File: src/rtl/vga_text_renderer.sv
// 640x480@60 VGA text renderer: 80x30 cells of 8x16 glyphs, fed by a registered
// character RAM and font ROM, with a blinking block cursor overlay.
module vga_text_renderer #(
    parameter int         H_ACTIVE     = 640,
    parameter int         H_FRONT      = 16,
    parameter int         H_SYNC       = 96,
    parameter int         H_BACK       = 48,
    parameter int         V_ACTIVE     = 480,
    parameter int         V_FRONT      = 10,
    parameter int         V_SYNC       = 2,
    parameter int         V_BACK       = 33,
    parameter logic [2:0] FG_COLOR     = 3'b111,
    parameter logic [2:0] BG_COLOR     = 3'b000,
    parameter int         BLINK_FRAMES = 30
) (
    input  logic        Clock,
    input  logic        Reset,
    output logic [11:0] CharAddress_o,
    input  logic [7:0]  CharData_i,
    output logic [10:0] FontAddress_o,
    input  logic [7:0]  FontData_i,
    input  logic [6:0]  CursorX_i,
    input  logic [4:0]  CursorY_i,
    output logic        Red_o,
    output logic        Green_o,
    output logic        Blue_o,
    output logic        HSync_o,
    output logic        VSync_o,
    output logic        FrameStart_o
);

    localparam int         H_TOTAL    = H_ACTIVE + H_FRONT + H_SYNC + H_BACK;
    localparam int         V_TOTAL    = V_ACTIVE + V_FRONT + V_SYNC + V_BACK;
    localparam int         COLS       = H_ACTIVE / 8;
    localparam logic [9:0] H_LAST     = 10'(H_TOTAL - 1);
    localparam logic [9:0] V_LAST     = 10'(V_TOTAL - 1);
    localparam logic [9:0] HS_START   = 10'(H_ACTIVE + H_FRONT);
    localparam logic [9:0] HS_END     = 10'(H_ACTIVE + H_FRONT + H_SYNC);
    localparam logic [9:0] VS_START   = 10'(V_ACTIVE + V_FRONT);
    localparam logic [9:0] VS_END     = 10'(V_ACTIVE + V_FRONT + V_SYNC);
    localparam logic [7:0] BLINK_LAST = 8'(BLINK_FRAMES - 1);

    logic [9:0] h_q, h_d, v_q, v_d;
    logic [7:0] blink_cnt_q, blink_cnt_d;
    logic       blink_vis_q, blink_vis_d;

    logic       active_s, hsync_raw_s, vsync_raw_s, cursor_hit_s, first_s;
    logic       glyph_valid_s, pixel_s, bit_s;
    logic [2:0] rgb_s;

    logic       active_p1_q, hsync_p1_q, vsync_p1_q, cursor_p1_q, first_p1_q;
    logic [2:0] hpix_p1_q;
    logic [3:0] vrow_p1_q;
    logic       active_p2_q, hsync_p2_q, vsync_p2_q, cursor_p2_q, first_p2_q;
    logic       glyph_valid_p2_q;
    logic [2:0] hpix_p2_q;
    logic [2:0] rgb_q;
    logic       hsync_q, vsync_q, frame_start_q;

    // Raster counters; blink phase advances only when the raster wraps to a new frame
    always_comb begin
        h_d         = h_q;
        v_d         = v_q;
        blink_cnt_d = blink_cnt_q;
        blink_vis_d = blink_vis_q;
        if (h_q == H_LAST) begin
            h_d = 10'd0;
            if (v_q == V_LAST) begin
                v_d = 10'd0;
                if (blink_cnt_q == BLINK_LAST) begin
                    blink_cnt_d = 8'd0;
                    blink_vis_d = ~blink_vis_q;
                end else begin
                    blink_cnt_d = blink_cnt_q + 8'd1;
                end
            end else begin
                v_d = v_q + 10'd1;
            end
        end else begin
            h_d = h_q + 10'd1;
        end
    end

    // Stage 0: character address and per-pixel attributes straight from the counters
    always_comb begin
        active_s     = (h_q < 10'(H_ACTIVE)) && (v_q < 10'(V_ACTIVE));
        hsync_raw_s  = (h_q >= HS_START) && (h_q < HS_END);
        vsync_raw_s  = (v_q >= VS_START) && (v_q < VS_END);
        cursor_hit_s = (h_q[9:3] == CursorX_i) && (v_q[9:4] == {1'b0, CursorY_i});
        first_s      = (h_q == 10'd0) && (v_q == 10'd0);
        if (active_s) begin
            CharAddress_o = 12'(v_q[9:4]) * 12'(COLS) + 12'(h_q[9:3]);
        end else begin
            CharAddress_o = 12'd0;
        end
    end

    // Stage 1 and 2: glyph lookup, then pick the pixel bit and apply the cursor
    always_comb begin
        // code-32 modulo 128 only needs the low seven bits of the code
        FontAddress_o = {CharData_i[6:0] - 7'd32, vrow_p1_q};
        glyph_valid_s = (CharData_i >= 8'd32) && (CharData_i <= 8'd159);
        if (glyph_valid_p2_q) begin
            pixel_s = FontData_i[3'd7 - hpix_p2_q];
        end else begin
            pixel_s = 1'b0;
        end
        bit_s = pixel_s ^ (cursor_p2_q & blink_vis_q);
        if (active_p2_q) begin
            rgb_s = bit_s ? FG_COLOR : BG_COLOR;
        end else begin
            rgb_s = 3'b000;
        end
    end

    // All state: counters, blink, delay line and output registers
    always_ff @(posedge Clock or negedge Reset) begin
        if (!Reset) begin
            h_q              <= 10'd0;
            v_q              <= 10'd0;
            blink_cnt_q      <= 8'd0;
            blink_vis_q      <= 1'b1;
            active_p1_q      <= 1'b0;
            hsync_p1_q       <= 1'b0;
            vsync_p1_q       <= 1'b0;
            cursor_p1_q      <= 1'b0;
            first_p1_q       <= 1'b0;
            hpix_p1_q        <= 3'd0;
            vrow_p1_q        <= 4'd0;
            active_p2_q      <= 1'b0;
            hsync_p2_q       <= 1'b0;
            vsync_p2_q       <= 1'b0;
            cursor_p2_q      <= 1'b0;
            first_p2_q       <= 1'b0;
            glyph_valid_p2_q <= 1'b0;
            hpix_p2_q        <= 3'd0;
            rgb_q            <= 3'b000;
            hsync_q          <= 1'b1;
            vsync_q          <= 1'b1;
            frame_start_q    <= 1'b0;
        end else begin
            h_q              <= h_d;
            v_q              <= v_d;
            blink_cnt_q      <= blink_cnt_d;
            blink_vis_q      <= blink_vis_d;
            active_p1_q      <= active_s;
            hsync_p1_q       <= hsync_raw_s;
            vsync_p1_q       <= vsync_raw_s;
            cursor_p1_q      <= cursor_hit_s;
            first_p1_q       <= first_s;
            hpix_p1_q        <= h_q[2:0];
            vrow_p1_q        <= v_q[3:0];
            active_p2_q      <= active_p1_q;
            hsync_p2_q       <= hsync_p1_q;
            vsync_p2_q       <= vsync_p1_q;
            cursor_p2_q      <= cursor_p1_q;
            first_p2_q       <= first_p1_q;
            glyph_valid_p2_q <= glyph_valid_s;
            hpix_p2_q        <= hpix_p1_q;
            rgb_q            <= rgb_s;
            hsync_q          <= ~hsync_p2_q;
            vsync_q          <= ~vsync_p2_q;
            frame_start_q    <= first_p2_q;
        end
    end

    assign Red_o        = rgb_q[2];
    assign Green_o      = rgb_q[1];
    assign Blue_o       = rgb_q[0];
    assign HSync_o      = hsync_q;
    assign VSync_o      = vsync_q;
    assign FrameStart_o = frame_start_q;

endmodule

File: config.mk
export PLATFORM = sky130hd
export DESIGN_NAME = vga_text_renderer
export DESIGN_NICKNAME = d
export VERILOG_FILES = /design/src/rtl/vga_text_renderer.sv
export SDC_FILE = /design/constraint.sdc
export NUM_CORES = 1
export LEC_CHECK = 0
export CORE_MARGIN = 5
export CORE_UTILIZATION = 56
export DETAILED_ROUTE_END_ITERATION = 12
export GPL_TIMING_DRIVEN = 0
export PLACE_DENSITY_LB_ADDON = 0.15
export SLEW_MARGIN = 20
export SYNTH_ARGS = -nofsm -noshare
export SYNTH_HDL_FRONTEND = slang
export SYNTH_SLANG_ARGS = --single-unit
File: constraint.sdc
create_clock -name Clock -period 9.7 [get_ports Clock]
set_input_delay 2.91 -clock Clock [delete_from_list [all_inputs] [get_ports Clock]]
set_output_delay 2.91 -clock Clock [all_outputs]
set_load 0.01 [all_outputs]
* After elaboration in Yosys (flattened, before gate mapping)
Cells that the tools add are included.
** Word-level totals
- Output and inout port bits :: 29
- Logic and storage cells :: 67
- Input bits :: 30
- Register bits :: 56
** Cells by class
- Bitwise operators :: 5
- $mul :: 1
- Magnitude comparators :: 9
- Reduce and logical (&&, ||, !) cells :: 10
- $add $sub $neg :: 6
- Muxes and demuxes :: 9
- Equal/unequal tests :: 5
** Operators with widths (number)
- adder 10 x 1 -> 10 bit, second input constant :: 2
- equality test 10 bit, second input constant :: 2
- logical NOT 10 bit :: 2
- less-than comparator 10 bit, second input constant :: 2
- less-than comparator 10 x 9 -> 1 bit, second input constant :: 2
- two-way mux 10 bit :: 2
- adder 12 x 7 -> 12 bit :: 1
- two-way mux 12 bit :: 1
- greater-or-equal comparator 10 bit, second input constant :: 1
- greater-or-equal comparator 10 x 9 -> 1 bit, second input constant :: 1
- adder 8 x 1 -> 8 bit, second input constant :: 1
- equality test 8 x 5 -> 1 bit, second input constant :: 1
- greater-or-equal comparator 8 x 6 -> 1 bit, second input constant :: 1
- less-or-equal comparator 8 bit, second input constant :: 1
- multiplier 6 x 3 -> 8 bit, second input constant :: 1
- two-way mux 8 bit :: 1
- equality test 7 bit :: 1
- subtractor 7 x 6 -> 7 bit, second input constant :: 1
- equality test 6 x 5 -> 1 bit :: 1
- logical AND 1 bit :: 6
- two-way mux 3 bit :: 2
- less-than comparator 3 x 4 -> 1 bit, second input constant :: 1
- binary-select mux 1 bit (select 3 bit) :: 1
- inverter 1 bit :: 3
- other kinds (6) :: 7

* Longest topological paths before layout
Gate-level depths: netlist of the first run.
- Depth in word-level cells :: 7
- Gate-level depth with buffers :: 8
- Gate-level depth less buffers :: 8

* Worst setup path after synthesis of the first run
No wires, ideal clock.
- Path type :: in2out
- From :: input port CharData_i[5]
- To :: output port FontAddress_o[10]
- Path slack :: 3647 ps
- Cell stages on the path :: 1
- Buffers on the path :: 0
- Data arrival time :: 3143 ps
- Path through :: xnor2_1
** On the way
- Longest elaborated chain between the ends :: 1
** Ends and longest elaborated chain
- from (decl) :: RTL line 19 : input logic [7:0] CharData_i,
- subtractor 7 x 6 -> 7 bit :: RTL line 101 : FontAddress_o = {CharData_i[6:0] - 7'd32, vrow_p1_q};
- to (decl) :: RTL line 20 : output logic [10:0] FontAddress_o,
No other way between the ends.

* Final worst setup path of the first run
Same ends and word-level chain as after synthesis.

==> summary.txt, run 1 <==
STA
  • Fin Clk Skew: 0.00526 ns
  • Final critical path time including I/O delays and setup: 7.04 ns
  • Worst slew margin relative to its limit: 56.1%
  • Max-slew violations: 0
  • Final hold viol count: 0
  • Post-route setup TNS: 0 ns
  • Tightest Pin Transition: 0.658 ns
  • Number of failing setup endpoints in the final timing report: 0
  • Setup repair after global routing missed its margin: false
  • Highest clock frequency the design can meet: 142 MHz
  • Final period utilization: 72.6%

Final layout
  • Fraction of layout cells with a size suffix above 1: 12.1%
  • Synthesis-to-finish area growth: 23.3%
  • Final standard cell count with taps included and fillers excluded: 428
  • Final #Nets: 404
  • Number of antenna diodes: 0

Min path
  • Number of cells on the worst hold path: 0
  • Kind of path behind the tightest hold check: reg -> reg

Yosys
  • Area of the mapped netlist: 0.00307 sq mm
  • Most used flip-flop cell after synthesis: sky130_fd_sc_hd__dfrtp_1
  • Synthesized netlist cell count: 295
  • Fraction of registers with async set/reset: 100%
  • Post-synth EDFFs: 0
  • Avg Cell Area, Syn: 10.4 sq um
  • Yosys reg bits: 54
  • Synthesized netlist net count: 344
  • Register area share after synthesis: 44.2%
  • Yosys Warn Count: 0
  • Count of unique library cells instantiated by Yosys: 49

Clock tree
  • CTS H-tree depth: 2
  • TritonCTS sink count: 54
  • Number of buffers created by CTS: 5
  • Clock transition at the registers of the reported paths: 0.10 ns
  • Buffers from clock root to sink, at most: 2
  • Clock tree root buffer cell: sky130_fd_sc_hd__clkbuf_8
  • Clock tree from TritonCTS: done
  • Hold buffer count at CTS: 0
  • Clock latency on the worst-skew pair: 0.31 ns
  • Number of buffers inserted to repair setup after CTS: 0
  • Resized Gates After CTS: 0

Pwr
  • Total power per unit cell area: 102 mW/mm^2
  • Largest vdd supply drop: 94.1 uV
  • Static leakage power: 1.75 nW

GRT
  • Vias in the first global route: 2,283
  • Number of antenna violations at the first check in global routing: 0
  • Pin count of the biggest net entering global routing: 55
  • Overall fraction of global-route tracks in use: 19.2%
  • First-pass GRT wire length: 10.9 mm
  • Grt total ovfl: 0

Worst setup path
  • Arrival time at the worst endpoint: 4.13 ns
  • Endpoint class of the critical path: primary output
  • Setup Crit Path Kind: in -> out
  • Reg-to-reg slack, setup: 7.65 ns
  • FF-to-FF path depth: 6
  • Critical-path maximum fanout: 3
  • CP Data Required Time: 6.79 ns
  • Critical path startpoint category: input port

Floorplanning
  • Effective utilization at floorplan: 56.7%
  • Core area: 0.00541 sq mm
  • Ports placed on the boundary: 59
  • Die Ht: 84 microns
  • Die X: 84 microns
  • Area of the die: 0.00706 sq mm
  • Num rows: 27

Detailed routing
  • Drt initial violations: 103
  • Remaining routing DRC violations: 0
  • Average routed wire per standard cell: 15.2 microns
  • Routed Antenna Nets: 0
  • Number of detailed-route iterations in the first pass: 4
  • Vias per inst: 5.40
  • Total routed wirelength: 6.49 mm
  • Number of vias after detailed routing: 2,312

Run status
  • Outcome: finished, final reports clean

Placed design
  • Count of placed standard cells including taps: 420
  • Detailed placement HPWL: 4.79 mm
  • Final weighted congestion of routability-driven global placement: 0.797
  • Number of port buffers: 53

Job
  • Max-cap violations: 0
==> cells by family after synthesis <==
logic type	synth area share [%]
buffers and inverters	6.85
AO/OA/AOI/OAI	6.20
flip-flops	44.2
XOR/XNOR	10.4
multiplexers	2.45
AND/OR/NAND/NOR	21.6
adder cells (fa/ha/maj)	8.24
==> layout make-up <==
type | count | area (sq um)
buffer | 21 | 139
clock buffer | 5 | 68.8
clock inverter | 3 | 28.8
fill | 440 | 1620
inverter | 19 | 71.3
multi-input combinational | 201 | 1500
sequential | 54 | 1360
tap | 72 | 90.1
timing repair buffer | 53 | 528
==> cells in the mapped netlist (4+ instances only) <==
master	instances	area share [%]
sky130_fd_sc_hd__nand3_1	15	2.4
sky130_fd_sc_hd__and3_1	6	1.2
sky130_fd_sc_hd__nand2b_1	4	0.82
sky130_fd_sc_hd__buf_2	5	0.82
sky130_fd_sc_hd__o31ai_1	7	1.7
sky130_fd_sc_hd__nand2_1	13	1.6
sky130_fd_sc_hd__nor2_1	21	2.6
sky130_fd_sc_hd__dfrtp_1	51	42
sky130_fd_sc_hd__o21ai_0	9	1.5
sky130_fd_sc_hd__ha_1	17	6.9
sky130_fd_sc_hd__xor2_1	19	5.4
sky130_fd_sc_hd__buf_4	10	2.4
sky130_fd_sc_hd__nor4_1	5	1.0
sky130_fd_sc_hd__xnor2_1	15	4.3
sky130_fd_sc_hd__nand4_1	10	2.0
sky130_fd_sc_hd__a21oi_1	5	0.82
sky130_fd_sc_hd__and2_1	9	1.8
sky130_fd_sc_hd__inv_1	19	2.3
sky130_fd_sc_hd__nor3_1	5	0.82
==> per-layer routing <==
metal | vias to the layer above | share of wire [%] | GRT usage (%)
met1 | 1121 | 43 | 24.0
li1 | 1127 | - | -
met2 | 54 | 52 | 33.6
met4 | 0 | 1.7 | 5.26
met5 | - | 0 | 0
met3 | 10 | 3.7 | 3.85
==> through the flow <==
step                      power [mW]  hold WS [ns]  setup slack (ns)  area [sq um]  utilization (%)
after global placement         0.259         0.333              2.70          3690             68.2
after global routing           0.404         0.356              2.64          3780             70.0
after CTS                      0.390         0.349              2.67          3780             70.0
after floorplan                0.239         0.331              3.65          3070                -
after detailed placement       0.259         0.335              2.66          3680             68.2
final                          0.387         0.352              2.66          3780             70.0
==> registers in the layout, indices dropped and copies added (netlist names), 3 cells and up <==
register and flops:
blink_cnt_q 8, v_q 10, vrow_p1_q 4, h_q 10
hpix_p2_q 3, hpix_p1_q 3
==> worst paths after layout <==
check | startpoint | to
max | CharData_i[5] | FontAddress_o[10]
min | hpix_p1_q[0]$_DFF_PN0_ | hpix_p2_q[0]$_DFF_PN0_
max reg2reg | h_q[0]$_DFF_PN0_ | blink_cnt_q[5]$_DFFE_PN0P_
min reg2reg | hpix_p1_q[0]$_DFF_PN0_ | hpix_p2_q[0]$_DFF_PN0_
max in group asynchronous | Reset | blink_cnt_q[2]$_DFFE_PN0P_
min in group asynchronous | Reset | v_q[7]$_DFFE_PN0N_
==> critical path, cell delays in order <==
cell                              delay (ns)
sky130_fd_sc_hd__clkdlybuf4s50_1        0.51
sky130_fd_sc_hd__xnor2_1                0.14
sky130_fd_sc_hd__clkdlybuf4s50_1        0.56
==> report_power, final <==
part | switching [mW] | internal [mW]
clock | 0.0797 | 0.0537
combinational | 0.0105 | 0.0176
sequential | 0.000312 | 0.226
total | 0.0905 | 0.297
==> placed cells by master (no fill, tap or decap), drive strengths merged, types with 7 or more instances in the layout <==
cell type / n
nand4: 10
and2: 9
buf: 18
o31ai: 7
xor2: 19
nand3: 17
nor2: 22
clkbuf: 9
o21ai: 10
inv: 20
dfrtp: 51
nor3: 7
ha: 17
nand2: 13
nor4: 9
xnor2: 15
clkdlybuf4s50: 52
(Power assumes the default switching activity.)
==> run 2, diff against run 1 <==
--- a/config.mk
+++ b/config.mk
@@ -6,7 +6,7 @@
 export NUM_CORES = 1
 export LEC_CHECK = 0
 export CORE_MARGIN = 5
-export CORE_UTILIZATION = 56
+export CORE_UTILIZATION = 52
 export DETAILED_ROUTE_END_ITERATION = 12
 export GPL_TIMING_DRIVEN = 0
 export PLACE_DENSITY_LB_ADDON = 0.15
==> constraint.sdc (replaced) <==
create_clock -name Clock -period 7 [get_ports Clock]
set_input_delay 2.1 -clock Clock [delete_from_list [all_inputs] [get_ports Clock]]
set_output_delay 2.1 -clock Clock [all_outputs]
set_load 0.01 [all_outputs]
==> run 2 against run 1 <==
Wire length is 2.4% lower. Worst hold slack improved by 0.0043 ns. Critical path depth did not move. Highest routed layer unchanged. Clock-buffer cell count unchanged. Global-route usage down 0.69 points. Via count fell by 1.5%. Critical endpoint unchanged. Sequential power increased by 38%. Largest power group unchanged. Final cell count up 0.70%. Utilization shrank 4.9 points. Non-clock buffer count unchanged. Clock power up 39%. Final area is essentially flat.
==> summary.txt, run 2 (synthesized netlist as in run 1, its figures left out) <==
Final layout
  • Most common cell after layout, fill and taps aside: sky130_fd_sc_hd__clkdlybuf4s50_1
  • Final #Nets: 404 (unchanged)
  • Synthesis-to-finish area growth: 23.5% (about the same)
  • Largest registers: h_q: 10 flops, v_q: 10 flops, blink_cnt_q: 8 flops
  • Top library cells by usage in the layout, fill and taps aside: sky130_fd_sc_hd__clkdlybuf4s50_1 (52), sky130_fd_sc_hd__dfrtp_1 (51), sky130_fd_sc_hd__nor2_1 (21), sky130_fd_sc_hd__inv_1 (19), sky130_fd_sc_hd__xor2_1 (19)
  • Number of filler cells placed in the layout: 478 (+8.6%)
  • Fraction of layout cells with a size suffix above 1: 12.1% (unchanged)
  • Number of antenna diodes: 0 (unchanged)

GRT
  • Grt total ovfl: 0 (unchanged)
  • Pin count of the biggest net entering global routing: 55 (unchanged)
  • Number of antenna violations at the first check in global routing: 0 (unchanged)
  • Vias in the first global route: 2,268 (-0.66%)
  • Overall fraction of global-route tracks in use: 18.5% (-0.69 points)
  • First-pass GRT wire length: 11.0 mm (+0.51%)

Clock tree
  • Clock tree from TritonCTS: done
  • TritonCTS sink count: 54 (unchanged)
  • Hold buffer count at CTS: 0 (unchanged)
  • Number of buffers inserted to repair setup after CTS: 0 (unchanged)
  • Clock latency on the worst-skew pair: 0.31 ns (about the same)
  • Resized Gates After CTS: 0 (unchanged)
  • Number of buffers created by CTS: 5 (unchanged)
  • Clock tree root buffer cell: sky130_fd_sc_hd__clkbuf_8
  • Buffers from clock root to sink, at most: 2 (unchanged)
  • CTS H-tree depth: 2 (unchanged)
  • Clock transition at the registers of the reported paths: 0.10 ns (about the same)

Run status
  • Outcome: finished, final reports clean

Worst setup path
  • FF-to-FF path depth: 6 (unchanged)
  • Launch point of the worst reg-to-reg path: h_q[0]$_DFF_PN0_
  • Most frequent cell on the critical path: sky130_fd_sc_hd__clkdlybuf4s50_1
  • Reg-to-reg slack, setup: 5.00 ns (-2.65 ns)
  • Setup Crit Path Kind: in -> out
  • Arrival time at the worst endpoint: 3.30 ns (-0.83 ns)
  • Crit path largest cell delay: 0.56 ns (about the same)
  • Worst path slowest cell: sky130_fd_sc_hd__clkdlybuf4s50_1
  • Endpoint class of the critical path: primary output
  • Capture point of the worst reg-to-reg path: blink_cnt_q[5]$_DFFE_PN0P_
  • Critical-path maximum fanout: 3 (unchanged)
  • Critical path startpoint category: input port
  • CP Data Required Time: 4.90 ns (-1.89 ns)
  • Cell Chain, Critical Path: clkdlybuf4s50_1, xnor2_1, clkdlybuf4s50_1

STA
  • Final period utilization: 77.2%
  • Fin Clk Skew: 0.00410 ns (-0.00115 ns)
  • Tightest Pin Transition: 0.666 ns (+0.00721 ns)
  • Worst slew margin relative to its limit: 55.6% (-0.48 points)
  • Final hold viol count: 0 (unchanged)
  • Max-slew violations: 0 (unchanged)
  • Highest clock frequency the design can meet: 185 MHz
  • Number of failing setup endpoints in the final timing report: 0 (unchanged)
  • Post-route setup TNS: 0 ns (unchanged)
  • Setup repair after global routing missed its margin: false
  • Post-route worst hold slack: 0.356 ns (+0.00435 ns)
  • Final critical path time including I/O delays and setup: 5.40 ns

Detailed routing
  • Average routed wire per standard cell: 14.7 microns (-3.1%)
  • Drt initial violations: 98 (-4.9%)
  • Number of detailed-route iterations in the first pass: 4 (unchanged)
  • Total routed wirelength: 6.34 mm (-2.4%)
  • Number of vias after detailed routing: 2,278 (-1.5%)
  • Vias per inst: 5.29 (-2.2%)
  • Routed Antenna Nets: 0 (unchanged)
  • Remaining routing DRC violations: 0 (unchanged)

Floorplanning
  • Ports placed on the boundary: 59 (unchanged)
  • Effective utilization at floorplan: 52.7% (-4.0 points)
  • Num rows: 28 (+3.7%)
  • Area of the die: 0.00753 sq mm (+6.8%)
  • Die Ht: 86.8 microns (+3.3%)
  • Core area: 0.00582 sq mm (+7.6%)
  • Die X: 86.8 microns (+3.3%)

Min path
  • Hold Path Sink: VSync_o$_DFF_PN1_
  • Number of cells on the worst hold path: 1 (+1)
  • Worst hold start: vsync_p2_q$_DFF_PN0_
  • Kind of path behind the tightest hold check: reg -> reg

Placed design
  • Number of port buffers: 53 (unchanged)
  • Final weighted congestion of routability-driven global placement: 0.844 (+5.9%)
  • Detailed placement HPWL: 4.88 mm (+1.8%)

Pwr
  • Largest vdd supply drop: 131 uV (+40%)
  • Static leakage power: 1.75 nW (about the same)
  • Total power per unit cell area: 142 mW/mm^2 (+38%)

Job
  • Max-cap violations: 0 (unchanged)
## run 2: cell count changes in the layout (fill, tap and decap cells not counted), sizes merged
cell,change
clkinv,-1
inv,+1
## run 2: metal layers
layer / vias to the layer above / GRT usage [%] / wire [microns]
met1: 1098 / 25.0 / 2850
met4: 0 / 4.25 / 72
li1: 1124 / - / -
met2: 47 / 31.0 / 3180
met5: - / 0 / 0
met3: 9 / 3.14 / 237
## run 2: area by class of cell
class | count | area, sq um | area share, %
clock inverters | 3 | 28.8 | 0.760
well taps | 75 | 93.8 | 2.48
plain buffers | 21 | 139 | 3.67
flip-flops and latches | 54 | 1360 | 35.8
inverters | 19 | 71.3 | 1.88
repair buffers | 53 | 528 | 13.9
multi-input cells | 201 | 1500 | 39.7
clock buffers | 5 | 68.8 | 1.82
## run 2: how the worst max path moves through the flow
stage	to	depth (start not counted)	startpoint	slack (ns)
2_1_floorplan	FontAddress_o[10]	1	CharData_i[5]	2.57
3_3_place_gp	FontAddress_o[10]	3	CharData_i[5]	1.62
3_5_place_dp	FontAddress_o[10]	3	CharData_i[5]	1.58
4_1_cts	FontAddress_o[10]	3	CharData_i[5]	1.59
5_1_grt	FontAddress_o[10]	3	CharData_i[5]	1.54
6_report	FontAddress_o[10]	3	CharData_i[5]	1.60
## run 2: power breakdown
part | internal [mW] | switching, mW | leakage, nW
Sequential | 0.313 | 0.000447 | 0.702
Clock | 0.0750 | 0.110 | 0.0506
Combinational | 0.0243 | 0.0144 | 0.997
Total | 0.412 | 0.125 | 1.75
## run 2: metrics by stage
stage	cell area [sq um]	util (%)	total power, mW	std cells	setup WS (ns)
floorplan	3070	-	0.331	295	2.57
global placement	3690	63.5	0.359	423	1.62
detailed placement	3690	63.4	0.359	423	1.58
CTS	3790	65.1	0.544	431	1.59
global route	3790	65.1	0.562	431	1.54
finish	3790	65.1	0.537	431	1.60
## run 2: worst max-delay path, delay by kind of cell
kind | cells | cell delay, ns
buffers and inverters | 2 | 1.07
XOR/XNOR | 1 | 0.13
==> run 3, diff against run 2 <==
==> constraint.sdc (replaced) <==
create_clock -name Clock -period 5.42 [get_ports Clock]
set_input_delay 1.626 -clock Clock [delete_from_list [all_inputs] [get_ports Clock]]
set_output_delay 1.626 -clock Clock [all_outputs]
set_load 0.01 [all_outputs]
==> results of run 3 <==
Same layout as run 2 (identical final DEF). Status: finished, final reports clean.
Main changes from that run: setup slack after placement 1.58 ns -> 0.946 ns; setup slack after layout 1.60 ns -> 0.625 ns; start point of the critical path CharData_i[5] -> v_q[7]$_DFFE_PN0N_; end point of the critical path FontAddress_o[10] -> CharAddress_o[10]; register-to-register setup slack 5.00 ns -> 3.42 ns; total power 0.537 mW -> 0.694 mW; worst IR drop on VDD 131 uV -> 170 uV
